File: config.mk
export PLATFORM = sky130hd
export DESIGN_NAME = arb_req_agent
export DESIGN_NICKNAME = d
export VERILOG_FILES = /design/src/rtl/arb_req_pkg.sv /design/src/rtl/arb_req_client.sv /design/src/rtl/arb_req_agent.sv
export SDC_FILE = /design/constraint.sdc
export NUM_CORES = 1
export LEC_CHECK = 0
export ABC_AREA = 1
export ABC_CLOCK_PERIOD_IN_PS = 2200
export BUFFER_PORTS_ARGS = -buffer_cell sky130_fd_sc_hd__buf_2
export CORE_ASPECT_RATIO = 1.1
export CORE_MARGIN = 8
export CORE_UTILIZATION = 50
export CTS_CLUSTER_DIAMETER = 40
export DETAILED_ROUTE_END_ITERATION = 12
export PLACE_DENSITY = 0.74
export SLEW_MARGIN = 15
export SYNTH_ARGS = -nofsm -noshare
export SYNTH_HDL_FRONTEND = slang
export SYNTH_SLANG_ARGS = --single-unit
File: constraint.sdc
create_clock -name clk -period 2.2 [get_ports clk]
set_clock_uncertainty 0.1 [all_clocks]
set_input_delay 0 -clock clk [delete_from_list [all_inputs] [get_ports clk]]
set_output_delay 0 -clock clk [all_outputs]
set_load 0.02 [all_outputs]
File: src/rtl/arb_req_pkg.sv
// Shared types and helpers for the arbiter requester agent (arb_req_agent).
package arb_req_pkg;

    localparam int N_REQ = 4;

    typedef enum logic [1:0] {
        IDLE = 2'd0,
        WAIT = 2'd1,
        XFER = 2'd2
    } client_state_e;

    typedef logic [1:0] client_id_t;

    function automatic client_id_t onehot_enc(input logic [N_REQ-1:0] oh);
        client_id_t idx;
        idx = '0;
        for (int i = 0; i < N_REQ; i++) begin
            if (oh[i]) idx = client_id_t'(i);
        end
        return idx;
    endfunction

endpackage

File: src/rtl/arb_req_client.sv
// One requester lane: IDLE/WAIT/XFER FSM, remaining-beat counter, request logic and
// the optional starvation counter (built only with ARB_REQ_STARVE_MON_EN defined).
module arb_req_client
    import arb_req_pkg::*;
#(
    parameter int LEN_W        = 4,
    parameter int STARVE_LIMIT = 64,
    parameter int STARVE_W     = 7
) (
    input  logic              clk,
    input  logic              rst,
    input  logic              job_valid,
    input  logic [LEN_W-1:0]  job_len,
    input  logic              gnt,
    input  logic              gnt_ok,
    output logic              job_ready,
    output logic              req,
    output logic              beat,
    output logic              last,
    output logic              done,
    output logic              starve,
    output client_state_e     state
);

    localparam logic [LEN_W:0] REM_ONE = (LEN_W+1)'(1);

    client_state_e  state_n;
    logic [LEN_W:0] rem, rem_n;
    logic           busy;
    logic           grant;

    assign busy  = (state != IDLE);
    // A grant inside an illegal multi-hot vector is not honoured at all.
    assign grant = gnt & gnt_ok & busy;
    assign last  = (rem == REM_ONE);

    always_ff @(posedge clk or posedge rst) begin
        if (rst) begin
            state <= IDLE;
            rem   <= '0;
        end else begin
            state <= state_n;
            rem   <= rem_n;
        end
    end

    always_comb begin
        state_n = state;
        rem_n   = rem;
        case (state)
            IDLE: begin
                if (job_valid) begin
                    rem_n   = {1'b0, job_len} + REM_ONE;
                    state_n = WAIT;
                end
            end
            WAIT, XFER: begin
                if (grant) begin
                    rem_n   = rem - REM_ONE;
                    state_n = last ? IDLE : XFER;
                end
            end
            default: state_n = IDLE;
        endcase
    end

    assign job_ready = (state == IDLE);
    // Dropping req in the last-beat cycle keeps the registered arbiter from granting again.
    assign req  = busy & ~(gnt & gnt_ok & last);
    assign beat = grant;
    assign done = grant & last;

`ifdef ARB_REQ_STARVE_MON_EN
    localparam logic [STARVE_W-1:0] STARVE_MAX = STARVE_W'(STARVE_LIMIT);
    localparam logic [STARVE_W-1:0] CNT_ONE    = STARVE_W'(1);

    logic [STARVE_W-1:0] starve_cnt;

    always_ff @(posedge clk or posedge rst) begin
        if (rst) begin
            starve_cnt <= '0;
        end else if (!busy || grant) begin
            starve_cnt <= '0;
        end else if (!gnt && starve_cnt != STARVE_MAX) begin
            starve_cnt <= starve_cnt + CNT_ONE;
        end
    end

    assign starve = (starve_cnt == STARVE_MAX);
`else
    localparam bit LIMIT_FITS = (STARVE_LIMIT <= (1 << STARVE_W) - 1);

    // Monitor not built: flag is held low.
    assign starve = 1'b0 & LIMIT_FITS;
`endif

endmodule

File: src/rtl/arb_req_agent.sv
// Requester-side front end for the 4-way arbiter: per-client burst lanes, beat mux and
// sticky grant-protocol error flags. Optional starvation monitor: ARB_REQ_STARVE_MON_EN.
module arb_req_agent
    import arb_req_pkg::*;
#(
    parameter int LEN_W        = 4,
    parameter int STARVE_LIMIT = 64,
    parameter int STARVE_W     = 7
) (
    input  logic                   clk,
    input  logic                   rst,
    input  logic [N_REQ-1:0]       job_valid,
    input  logic [N_REQ*LEN_W-1:0] job_len,
    output logic [N_REQ-1:0]       job_ready,
    output logic [N_REQ-1:0]       req,
    input  logic [N_REQ-1:0]       gnt,
    output logic                   beat_valid,
    output client_id_t             beat_id,
    output logic                   beat_last,
    output logic [N_REQ-1:0]       done,
    output logic                   err_onehot,
    output logic                   err_unreq,
    output logic [N_REQ-1:0]       starve
);

    // Handshake: a job is taken on any edge where job_valid[i] && job_ready[i];
    // the grant is a one-cycle strobe and each honoured grant moves exactly one beat.

    client_state_e    client_state [N_REQ];
    logic [N_REQ-1:0] busy;
    logic [N_REQ-1:0] beat_vec;
    logic [N_REQ-1:0] last_vec;
    logic             gnt_ok;

    assign gnt_ok = ((gnt & (gnt - N_REQ'(1))) == '0);

    for (genvar g = 0; g < N_REQ; g++) begin : g_client
        arb_req_client #(
            .LEN_W        (LEN_W),
            .STARVE_LIMIT (STARVE_LIMIT),
            .STARVE_W     (STARVE_W)
        ) u_client (
            .clk       (clk),
            .rst       (rst),
            .job_valid (job_valid[g]),
            .job_len   (job_len[g*LEN_W +: LEN_W]),
            .gnt       (gnt[g]),
            .gnt_ok    (gnt_ok),
            .job_ready (job_ready[g]),
            .req       (req[g]),
            .beat      (beat_vec[g]),
            .last      (last_vec[g]),
            .done      (done[g]),
            .starve    (starve[g]),
            .state     (client_state[g])
        );

        assign busy[g] = (client_state[g] != IDLE);
    end

    assign beat_valid = |beat_vec;
    assign beat_id    = onehot_enc(beat_vec);
    assign beat_last  = |(beat_vec & last_vec);

    always_ff @(posedge clk or posedge rst) begin
        if (rst) begin
            err_onehot <= 1'b0;
            err_unreq  <= 1'b0;
        end else begin
            if (!gnt_ok)           err_onehot <= 1'b1;
            if (|(gnt & ~busy))    err_unreq  <= 1'b1;
        end
    end

endmodule

==> metrics.md, run 1 <==
| Metric | Value |
|---|---|
| Status | finished, final reports clean |
| Arrival time at the worst endpoint | 1.86 ns |
| Cell Pwr Density | 1330 mW/mm² |
| Syn-to-layout area delta | 15.8% |
| Pin count of the biggest net entering global routing | 29 |
| Comb pwr share | 62.4% |
| RSZ-0062 raised after global routing | no |
| Post-synth cell types | 25 |
| Number of port buffers | 43 |
| Io pins | 48 |
| CTS Buf Count | 5 |
| Layout cells sized above 1 | 18.5% |
| Worst setup margin | 0.416 ns |
| Die Y | 88.7 µm |
| Final nets | 441 |
| YS warnings | 0 |
| Max-slew violations | 0 |
| Final Hold Fails | 0 |
| Grt ovf | 0 |
| Mapped cell area | 0.00240 mm² |
| CP endpoint kind | flop |
| First-pass GRT wire length | 9.19 mm |
| Post-DP HPWL | 4.32 mm |
| Initial DRC Count | 76 |
| Power, Total | 3.69 mW |
| Setup-failing EPs final | 0 |
| Row count | 26 |
| Seq cells post-synth | 30 |
| Reg clk slew, reported paths | 0.07 ns |
| CTS tree | done |
| Resized cells post-CTS | 0 |
| Leak | 1.57 nW |
| Syn Area/Cell | 6.84 µm² |
| Commonest non-fill, non-tap cell in the layout | nand2_1 |
| Core Area | 0.00465 mm² |
| Die Width | 82.1 µm |
| Antenna violations before repair | 0 |
| Placed Cells | 436 |
| Post-synth EDFFs | 0 |
| Starting Density | 51.6% |
| Worst EP required | 2.27 ns |
| Global placement routability congestion | 0.860 |
| Crit Path Class | flop to flop |
| Hold WS | 0.00452 ns |
| CP startpoint kind | flop |
| Clock power share | 12.5% |
| Net switching power | 1.86 mW |
| Drt via density | 5.09 |
| DP Area | 0.00258 mm² |
| CTS H-tree depth | 2 |
| Vias in the first global route | 2177 |
| Final Util | 59.8% |
| Post-Route Setup TNS | 0 ns |
| Finished Layout Cells | 455 |
| Drt drc | 0 |
| Diodes inserted | 0 |
| Max-Cap Viols | 0 |
| CTS max path bufs | 2 |
| Initial DRT Pass Iterations | 5 |
| Fin area | 0.00278 mm² |
| Max incr delay on CP | 0.39 ns |
| Crit path cell chain | inv_1 -> ha_1 -> inv_2 -> nand2_4 -> nand2_1 -> o21bai_4 -> nand2_2 -> nand2_1 -> nand2_1 |
| Maximum vdd drop | 0.666 mV |
| Seq pwr share | 25.1% |
| CP most frequent cell | nand2_1 |
| Cells after synthesis | 351 |
| Post-synthesis sequential area ratio | 31.3% |
| Dpl ws | 0.442 ns |
| Final wirelength | 5.43 mm |
| Filler cells | 456 |
| Switch share | 50.5% |
| Internal power | 1.83 mW |
| CP delay by family, top | simple AND/OR/NAND/NOR gates |
| Die Footprint | 0.00728 mm² |
| TritonCTS sink count | 30 |
| Top FF cell, synth | dfrtp_1 |
| Synth async-reset ratio | 100% |
| Vias | 2317 |
| Worst-skew pair later-pin latency | 0.28 ns |
| Overall routing resource usage | 15.8% |
| Achievable Freq | 560 MHz |
| Worst min-delay path category | input port to flop |
| Fin crit period | 1.78 ns |
| Final Cycle Share | 81.1% |
| Wire per inst | 11.9 µm |
| Most frequent cells in the layout | nand2_1, buf_2, inv_1 |
| Worst Path Buf+Inv | 2 |
| CTS root buf | clkbuf_8 |
| Slowest stage cell, crit path | ha_1 |
| DRT antenna net count | 0 |
| Max FO, Critical Path | 8 |
-- power groups by stage --
stage	clock network (mW)	registers, mW	logic [mW]
floorplan	0	0.895	1.93
global placement	0	0.929	2.23
detailed placement	0	0.931	2.29
CTS	0.477	0.925	2.33
global route	0.504	0.952	2.64
finish	0.463	0.926	2.31
-- worst min-delay path: cells and delay by family --
family / cells / cell delay, ns
AO/OA/AOI/OAI: 1 / 0.08
buffers and inverters: 1 / 0.10
AND/OR/NAND/NOR: 3 / 0.18
-- cell families after synthesis --
kind of cell,count (synthesis),share of synthesized area [%]
XOR/XNOR,6,2.19
adder cells (fa/ha/maj),17,8.85
other,1,0.156
AO/OA/AOI/OAI,35,9.27
AND/OR/NAND/NOR,190,34.4
buffers and inverters,72,13.9
flip-flops,30,31.3
-- repair_timing --
action / in CTS / in global routing
setup buffers: 0 / 0
hold endpoints to repair: 40 / 0
hold buffers: 11 / 0
-- path summary, 6_finish.rpt --
path                       cells after the start                                 endpoint  slack [ns]                                      start
min in group asynchronous                      3  g_client[0].u_client.rem[1]$_DFFE_PP0P_        0.02                                        rst
min reg2reg                                    1                   err_onehot$_DFFE_PP0P_        0.37                     err_onehot$_DFFE_PP0P_
max in group asynchronous                      4  g_client[2].u_client.rem[3]$_DFFE_PP0P_        1.41                                        rst
max reg2reg                                    9  g_client[3].u_client.rem[0]$_DFFE_PP0P_        0.42  g_client[3].u_client.state[0]$_DFFE_PP0P_
max                                            9  g_client[3].u_client.rem[0]$_DFFE_PP0P_        0.42  g_client[3].u_client.state[0]$_DFFE_PP0P_
min                                            5  g_client[1].u_client.rem[4]$_DFFE_PP0P_       0.005                                 job_len[7]
-- registers in the layout (all words and copies together) (netlist names) --
signal	count
err_onehot	1
g_client.u_client.rem	20
g_client.u_client.state	8
err_unreq	1
-- layout make-up --
type	instances	area, µm²	share of cell area, %
Sequential cell	30	751	27.0
Clock inverter	2	12.5	0.450
Tap cell	56	70.1	2.52
Multi-Input combinational cell	252	1330	47.8
Inverter	54	203	7.29
Timing Repair Buffer	55	333	12.0
Clock buffer	6	82.6	2.97
-- cells in the mapped netlist, types with 3 or more instances --
cell     number  area share [%]
nand4_1      16             4.2
o21ai_1      10             2.1
inv_2        12             1.9
buf_4        16             5.0
inv_1        42             6.6
o21ai_0      15             3.1
xor2_1        3             1.1
ha_1         17             8.9
nand2_2       3            0.78
dfrtp_1      30              31
nand3_1      39             8.1
xnor2_1       3             1.1
nand2_1     109              17
nor2_1       20             3.1
-- per-layer routing --
metal	global-route usage [%]	routed length [µm]
met1	19.2	2480
met2	25.9	2470
met3	3.56	402
met4	6.39	72
met5	0	0
Power figures use the tool's default switching activity.
==> run 2: changes to the inputs <==
--- a/config.mk
+++ b/config.mk
@@ -6,7 +6,7 @@
 export NUM_CORES = 1
 export LEC_CHECK = 0
 export ABC_AREA = 1
-export ABC_CLOCK_PERIOD_IN_PS = 2200
+export ABC_CLOCK_PERIOD_IN_PS = 1650
 export BUFFER_PORTS_ARGS = -buffer_cell sky130_fd_sc_hd__buf_2
 export CORE_ASPECT_RATIO = 1.1
 export CORE_MARGIN = 8
==> constraint.sdc (replaced) <==
create_clock -name clk -period 1.65 [get_ports clk]
set_clock_uncertainty 0.1 [all_clocks]
set_input_delay 0 -clock clk [delete_from_list [all_inputs] [get_ports clk]]
set_output_delay 0 -clock clk [all_outputs]
set_load 0.02 [all_outputs]
==> metrics.md, run 2 (synthesized netlist as in run 1, its figures left out) <==
| Metric | Value |
|---|---|
| Vias in the first global route | 2191 (was 2177) |
| Comb pwr share | 67.8% (was 62.4%) |
| CP startpoint kind | flop (unchanged) |
| Final wirelength | 6.24 mm (was 5.43 mm) |
| Post-DP HPWL | 4.57 mm (was 4.32 mm) |
| Multi-input gate area | 0.00145 mm² (was 0.00133 mm²) |
| Diodes inserted | 0 (unchanged) |
| Switch share | 48.9% (was 50.5%) |
| CTS H-tree depth | 2 (unchanged) |
| CTS Buf Count | 5 (unchanged) |
| Finished Layout Cells | 481 (was 455) |
| Vias | 2476 (was 2317) |
| Worst-skew pair later-pin latency | 0.28 ns (about the same) |
| Net switching power | 2.78 mW (was 1.86 mW) |
| Power, Total | 5.68 mW (was 3.69 mW) |
| Starting Density | 51.6% (unchanged) |
| Crit Path Class | flop to primary output (was flop to flop) |
| Achievable Freq | 628 MHz |
| Initial DRC Count | 142 (was 76) |
| Fin crit period | 1.59 ns |
| Worst min-delay path category | input port to flop (unchanged) |
| Max-slew violations | 0 (unchanged) |
| Max FO, Critical Path | 2 (was 8) |
| Initial DRT Pass Iterations | 4 (was 5) |
| Arrival time at the worst endpoint | 1.49 ns (was 1.86 ns) |
| Io pins | 48 (unchanged) |
| Final Cycle Share | 96.5% |
| Internal power | 2.90 mW (was 1.83 mW) |
| Placed Cells | 446 (was 436) |
| Filler cells | 392 (was 456) |
| Cell Pwr Density | 1820 mW/mm² (was 1330 mW/mm²) |
| Grt ovf | 0 (unchanged) |
| Setup-failing EPs final | 0 (unchanged) |
| Final Hold Fails | 0 (unchanged) |
| Overall routing resource usage | 16.9% (was 15.8%) |
| Clock power share | 10.0% (was 12.5%) |
| Number of port buffers | 43 (unchanged) |
| Die Width | 82.1 µm (unchanged) |
| Worst setup margin | 0.0584 ns (was 0.416 ns) |
| Leak | 1.72 nW (was 1.57 nW) |
| Seq pwr share | 22.3% (was 25.1%) |
| Die Footprint | 0.00728 mm² (unchanged) |
| Flip-flop and latch area | 751 µm² (unchanged) |
| Largest regs | g_client.u_client.rem (20), g_client.u_client.state (8) (unchanged) |
| Antenna violations before repair | 0 (unchanged) |
| Most frequent cells in the layout | nand2_1, nand3_1, inv_1, buf_2, buf_4 (was nand2_1, buf_2, inv_1) |
| Reg clk slew, reported paths | 0.06 ns (was 0.07 ns) |
| Wire per inst | 13.0 µm (was 11.9 µm) |
| RSZ-0062 raised after global routing | yes (was no) |
| Status | finished, final reports clean (unchanged) |
| Syn-to-layout area delta | 29.7% (was 15.8%) |
| Commonest non-fill, non-tap cell in the layout | nand2_1 (unchanged) |
| CTS tree | done (unchanged) |
| TritonCTS sink count | 30 (unchanged) |
| Layout cells sized above 1 | 29.4% (was 18.5%) |
| Worst EP required | 1.55 ns (was 2.27 ns) |
| Core Area | 0.00465 mm² (unchanged) |
| DRT antenna net count | 0 (unchanged) |
| Drt via density | 5.15 (was 5.09) |
| Row count | 26 (unchanged) |
| Drt drc | 0 (unchanged) |
| Die Y | 88.7 µm (unchanged) |
| Dpl ws | 0.0333 ns (was 0.442 ns) |
| Largest register FFs | 20 (unchanged) |
| Pin count of the biggest net entering global routing | 31 (was 29) |
| Post-Route Setup TNS | 0 ns (unchanged) |
| Max-Cap Viols | 0 (unchanged) |
| CTS max path bufs | 2 (unchanged) |
| First-pass GRT wire length | 9.74 mm (was 9.19 mm) |
| Maximum vdd drop | 1.10 mV (was 0.666 mV) |
| Global placement routability congestion | 0.851 (was 0.860) |
| CP endpoint kind | primary output (was flop) |
| Final nets | 468 (was 441) |
| Reg with most FFs | g_client.u_client.rem (unchanged) |
| CTS root buf | clkbuf_8 (unchanged) |
==> run 2: cell types whose count changed in the layout (fill, tap and decap cells not counted), moves of 6 or more <==
cell | previous run | this run
buf_2 | 43 | 36
nor2_1 | 20 | 12
buf_4 | 1 | 33
inv_1 | 42 | 36
==> run 2: repair_timing <==
action / in CTS / in global routing
resized for setup: 7 / 38
hold buffers: 11 / 0
setup endpoints to repair: 6 / 31
pin swaps: 2 / 15
setup buffers: 3 / 16
hold endpoints to repair: 40 / 0
==> run 2: metal layers <==
metal | GRT usage (%) | vias up | wire length [µm]
met4 | 6.23 | 0 | 79
li1 | - | 1262 | -
met2 | 25.6 | 78 | 2890
met5 | 0 | - | 0
met1 | 22.7 | 1131 | 2920
met3 | 3.86 | 5 | 341
==> run 2: path summary, 6_finish.rpt <==
kind,startpoint,cells past startpoint,slack (ns),end
setup / recovery,g_client[0].u_client.state[0]$_DFFE_PP0P_,7,0.06,beat_valid
hold / removal,job_len[7],5,0.02,g_client[1].u_client.rem[4]$_DFFE_PP0P_
setup reg to reg,g_client[0].u_client.state[0]$_DFFE_PP0P_,10,0.08,g_client[0].u_client.rem[3]$_DFFE_PP0P_
hold reg to reg,g_client[1].u_client.rem[4]$_DFFE_PP0P_,2,0.39,g_client[1].u_client.rem[4]$_DFFE_PP0P_
max in group asynchronous,rst,4,0.89,g_client[1].u_client.rem[1]$_DFFE_PP0P_
min in group asynchronous,rst,4,0.27,g_client[0].u_client.rem[2]$_DFFE_PP0P_
==> run 2: layout make-up <==
cell class | instances | share of cell area, %
clock buffers | 7 | 2.45
inverters | 54 | 6.59
multi-input cells | 252 | 46.5
flip-flops and latches | 30 | 24.1
well taps | 56 | 2.25
repair buffers | 82 | 18.2
==> run 2: power groups by stage <==
stage / clock network [mW] / registers, mW / logic, mW
floorplan: 0 / 1.19 / 2.57
global placement: 0 / 1.24 / 3.14
detailed placement: 0 / 1.24 / 3.23
CTS: 0.575 / 1.24 / 3.29
global route: 0.612 / 1.29 / 4.31
finish: 0.568 / 1.26 / 3.85
==> run 2: stage by stage <==
stage,cell area (µm²),hold WS [ns],util (%)
after floorplan,2410,-0.00919,-
after global placement,2650,-0.00582,57.0
after detailed placement,2650,-0.00207,57.0
after CTS,2880,0.00185,61.8
after global routing,3120,0.0235,67.0
final,3120,0.0173,67.0
==> run 2: worst max-delay path: stages, from the launching register on <==
cell     delay, ns
dfrtp_1       0.32
inv_1         0.06
ha_1          0.22
inv_2         0.07
nand4_1       0.14
buf_4         0.18
nand4_1       0.08
buf_4         0.14
==> run 3: changes to the inputs <==
--- a/config.mk
+++ b/config.mk
@@ -5,7 +5,6 @@
 export SDC_FILE = /design/constraint.sdc
 export NUM_CORES = 1
 export LEC_CHECK = 0
-export ABC_AREA = 1
 export ABC_CLOCK_PERIOD_IN_PS = 1650
 export BUFFER_PORTS_ARGS = -buffer_cell sky130_fd_sc_hd__buf_2
 export CORE_ASPECT_RATIO = 1.1
==> metrics.md, run 3 <==
| Metric | Value |
|---|---|
| Slew HR | 61.8% |
| Initial DRC Count | 204 (was 142) |
| Number of port buffers | 43 (unchanged) |
| Final wirelength | 7.07 mm (was 6.24 mm) |
| Most frequent cells in the layout | buf_4, buf_2, dfrtp_1 (was nand2_1, nand3_1, inv_1, buf_2, buf_4) |
| Initial DRT Pass Iterations | 5 (was 4) |
| Max FO, Critical Path | 2 (unchanged) |
| Final Util | 72.5% (was 67.0%) |
| CTS max path bufs | 2 (unchanged) |
| Io pins | 48 (unchanged) |
| Synth async-reset ratio | 100% (unchanged) |
| Diodes inserted | 0 (unchanged) |
| CTS H-tree depth | 2 (unchanged) |
| Cells after synthesis | 274 (was 351) |
| TritonCTS sink count | 30 (unchanged) |
| Crit path cell chain | inv_2 -> ha_4 -> nor2_2 -> and3_1 -> or4_1 -> buf_6 (was inv_1 -> ha_1 -> inv_2 -> nand4_1 -> buf_4 -> nand4_1 -> buf_4) |
| Cell Pwr Density | 1750 mW/mm² (was 1820 mW/mm²) |
| Worst EP required | 1.55 ns (about the same) |
| Top FF cell, synth | dfrtp_1 (unchanged) |
| Drt via density | 5.80 (was 5.15) |
| Post-synth EDFFs | 0 (unchanged) |
| Max incr delay on CP | 0.51 ns (was 0.32 ns) |
| DRT antenna net count | 0 (unchanged) |
| Final Hold Fails | 2 (was 0) |
| Global placement routability congestion | 0.823 (was 0.851) |
| Post-synth top area cell | dfrtp_1 (unchanged) |
| Arrival time at the worst endpoint | 1.76 ns (was 1.49 ns) |
| Achievable Freq | 539 MHz (was 628 MHz) |
| Post-synth cell types | 52 (was 25) |
| Starting Density | 50.9% (was 51.6%) |
| Hold WS | -0.0202 ns (was 0.0173 ns) |
| Row count | 26 (unchanged) |
| Seq cells post-synth | 30 (unchanged) |
| Failing checks | hold timing, setup timing |
| Worst setup margin | -0.205 ns (was 0.0584 ns) |
| Setup-failing EPs final | 9 (was 0) |
| YS warnings | 0 (unchanged) |
| Largest register FFs | 20 (unchanged) |
| Post-synthesis sequential area ratio | 32.1% (was 31.3%) |
| CTS root buf | clkbuf_8 (unchanged) |
| CP delay by family, top | simple AND/OR/NAND/NOR gates (was buffers and inverters) |
| Worst min-delay path category | input port to flop (unchanged) |
| Antenna violations before repair | 0 (unchanged) |
| Die Footprint | 0.00712 mm² (was 0.00728 mm²) |
| Finished Layout Cells | 422 (was 481) |
| Grt ovf | 0 (unchanged) |
| Largest regs | g_client.u_client.rem (20), g_client.u_client.state (8) (unchanged) |
| CTS tree | done (unchanged) |
| Syn-to-layout area delta | 42.4% (was 29.7%) |
| Overall routing resource usage | 18.7% (was 16.9%) |
| Mapped cell area | 0.00234 mm² (was 0.00240 mm²) |
| CTS Buf Count | 5 (unchanged) |
| Reg with most FFs | g_client.u_client.rem (unchanged) |
| Layout cells sized above 1 | 45.1% (was 29.4%) |
| Wire per inst | 16.7 µm (was 13.0 µm) |
| Most frequent cell after synthesis | dfrtp_1 (was nand2_1) |
| Top cells by count, synth | dfrtp_1, inv_1, nor2_1, a21oi_1, ha_1 (was nand2_1, inv_1, nand3_1, dfrtp_1, nor2_1) |
| RSZ-0062 raised after global routing | yes (unchanged) |
| Die Width | 81.2 µm (was 82.1 µm) |
| Worst-skew pair later-pin latency | 0.28 ns (about the same) |
| Fin crit period | 1.86 ns (was 1.59 ns) |
| Vias | 2447 (was 2476) |
| Post-DP HPWL | 4.27 mm (was 4.57 mm) |
| Die Y | 87.7 µm (was 88.7 µm) |
| Final nets | 409 (was 468) |
| Top post-synthesis cells by area | dfrtp_1, ha_1, buf_4, a21oi_1, inv_1 (was dfrtp_1, nand2_1, ha_1, nand3_1, inv_1) |
| Maximum vdd drop | 1.06 mV (was 1.10 mV) |
| Crit Path Class | flop to primary output (unchanged) |
| Vias in the first global route | 2394 (was 2191) |
| Syn Area/Cell | 8.53 µm² (was 6.84 µm²) |
| Status | complete, but fails checks (was finished, final reports clean) |
| Worst-Margin Slew | 0.571 ns |
| Core Area | 0.00459 mm² (was 0.00465 mm²) |
| Placed Cells | 381 (was 446) |
| Drt drc | 0 (unchanged) |
| CP endpoint kind | primary output (unchanged) |
| Final Cycle Share | 112% (was 96.5%) |
| Pin count of the biggest net entering global routing | 31 (unchanged) |
| Share of the synthesized area in the top cell type | 32.1% (was 31.3%) |
| Max-slew violations | 0 (unchanged) |
| Max-Cap Viols | 0 (unchanged) |
| Reg clk slew, reported paths | 0.06 ns (about the same) |
| CP startpoint kind | flop (unchanged) |
| Power, Total | 5.82 mW (was 5.68 mW) |
| Commonest non-fill, non-tap cell in the layout | buf_4 (was nand2_1) |
| Slowest stage cell, crit path | or4_1 (was dfrtp_1) |
| First-pass GRT wire length | 10.6 mm (was 9.74 mm) |
| Leak | 1.52 nW (was 1.72 nW) |
| Worst Path Buf+Inv | 2 (was 4) |
## run 3: area by class of cell
class                   count  area [µm²]
clock buffers               7        76.3
fillers                   331        1260
inverters                  29         109
multi-input cells         192        1540
flip-flops and latches     30         751
well taps                  56        70.1
repair buffers            108         776
## run 3: metrics by stage
stage	worst slack, ns	TNS [ns]	area [µm²]
floorplan	-0.0279	-0.0279	2390
global placement	-0.0369	-0.105	2700
detailed placement	-0.0650	-0.409	2700
CTS	-0.169	-0.291	3100
global route	-0.245	-1.83	3330
finish	-0.205	-0.869	3330
## run 3: cell families after synthesis
family	count (synthesis)	synth area share, %
and+or+nand+nor	79	18.4
adders and majority gates	18	9.53
buffers and inverters	58	13.6
other	1	0.161
xor gates and xnor gates	8	3.00
muxes	2	0.857
DFF	30	32.1
AOI/OAI and AO/OA	78	22.3
## run 3: worst min-delay path: cells and delay by family
family	cells	cell delay, ns
AOI/OAI and AO/OA	2	0.23
buffers and inverters	1	0.10
## run 3: layer usage
layer / part of all wire, % / routed length (µm) / global-route usage [%] / vias up
met3: 6.4 / 450 / 4.41 / 17
met4: 1.8 / 128 / 6.02 / 0
met2: 52 / 3700 / 32.4 / 102
li1: - / - / - / 1153
met1: 39 / 2790 / 22.0 / 1175
met5: 0 / 0 / 0 / -
## run 3: final timing paths
path                                                            from                                       to  slack, ns  depth (start not counted)
max                        g_client[1].u_client.state[1]$_DFFE_PP0P_                                beat_last      -0.21                          6
min                                                       job_len[7]  g_client[1].u_client.rem[4]$_DFFE_PP0P_      -0.02                          3
max reg2reg                g_client[1].u_client.state[0]$_DFFE_PP0P_  g_client[1].u_client.rem[0]$_DFFE_PP0P_      -0.15                          8
min reg2reg                                   err_onehot$_DFFE_PP0P_                   err_onehot$_DFFE_PP0P_       0.39                          1
max in group asynchronous                                        rst  g_client[3].u_client.rem[2]$_DFFE_PP0P_       0.88                          4
min in group asynchronous                                        rst  g_client[0].u_client.rem[0]$_DFFE_PP0P_       0.27                          4
## run 3: where the power goes
| group | leakage [nW] | total, mW | internal, mW | switching, mW |
|---|---|---|---|---|
| logic | 1.14 | 3.91 | 1.92 | 1.99 |
| registers | 0.348 | 1.34 | 1.05 | 0.295 |
| clock network | 0.0383 | 0.563 | 0.290 | 0.273 |
## run 3: timing repair
item | in CTS | in global routing
gates resized for setup | 39 | 38
cloned | 3 | 0
setup buffers | 8 | 15
hold buffers | 9 | 0
endpoints found under the hold margin | 37 | 0
endpoints found under the setup margin | 20 | 28
pin swaps | 8 | 19
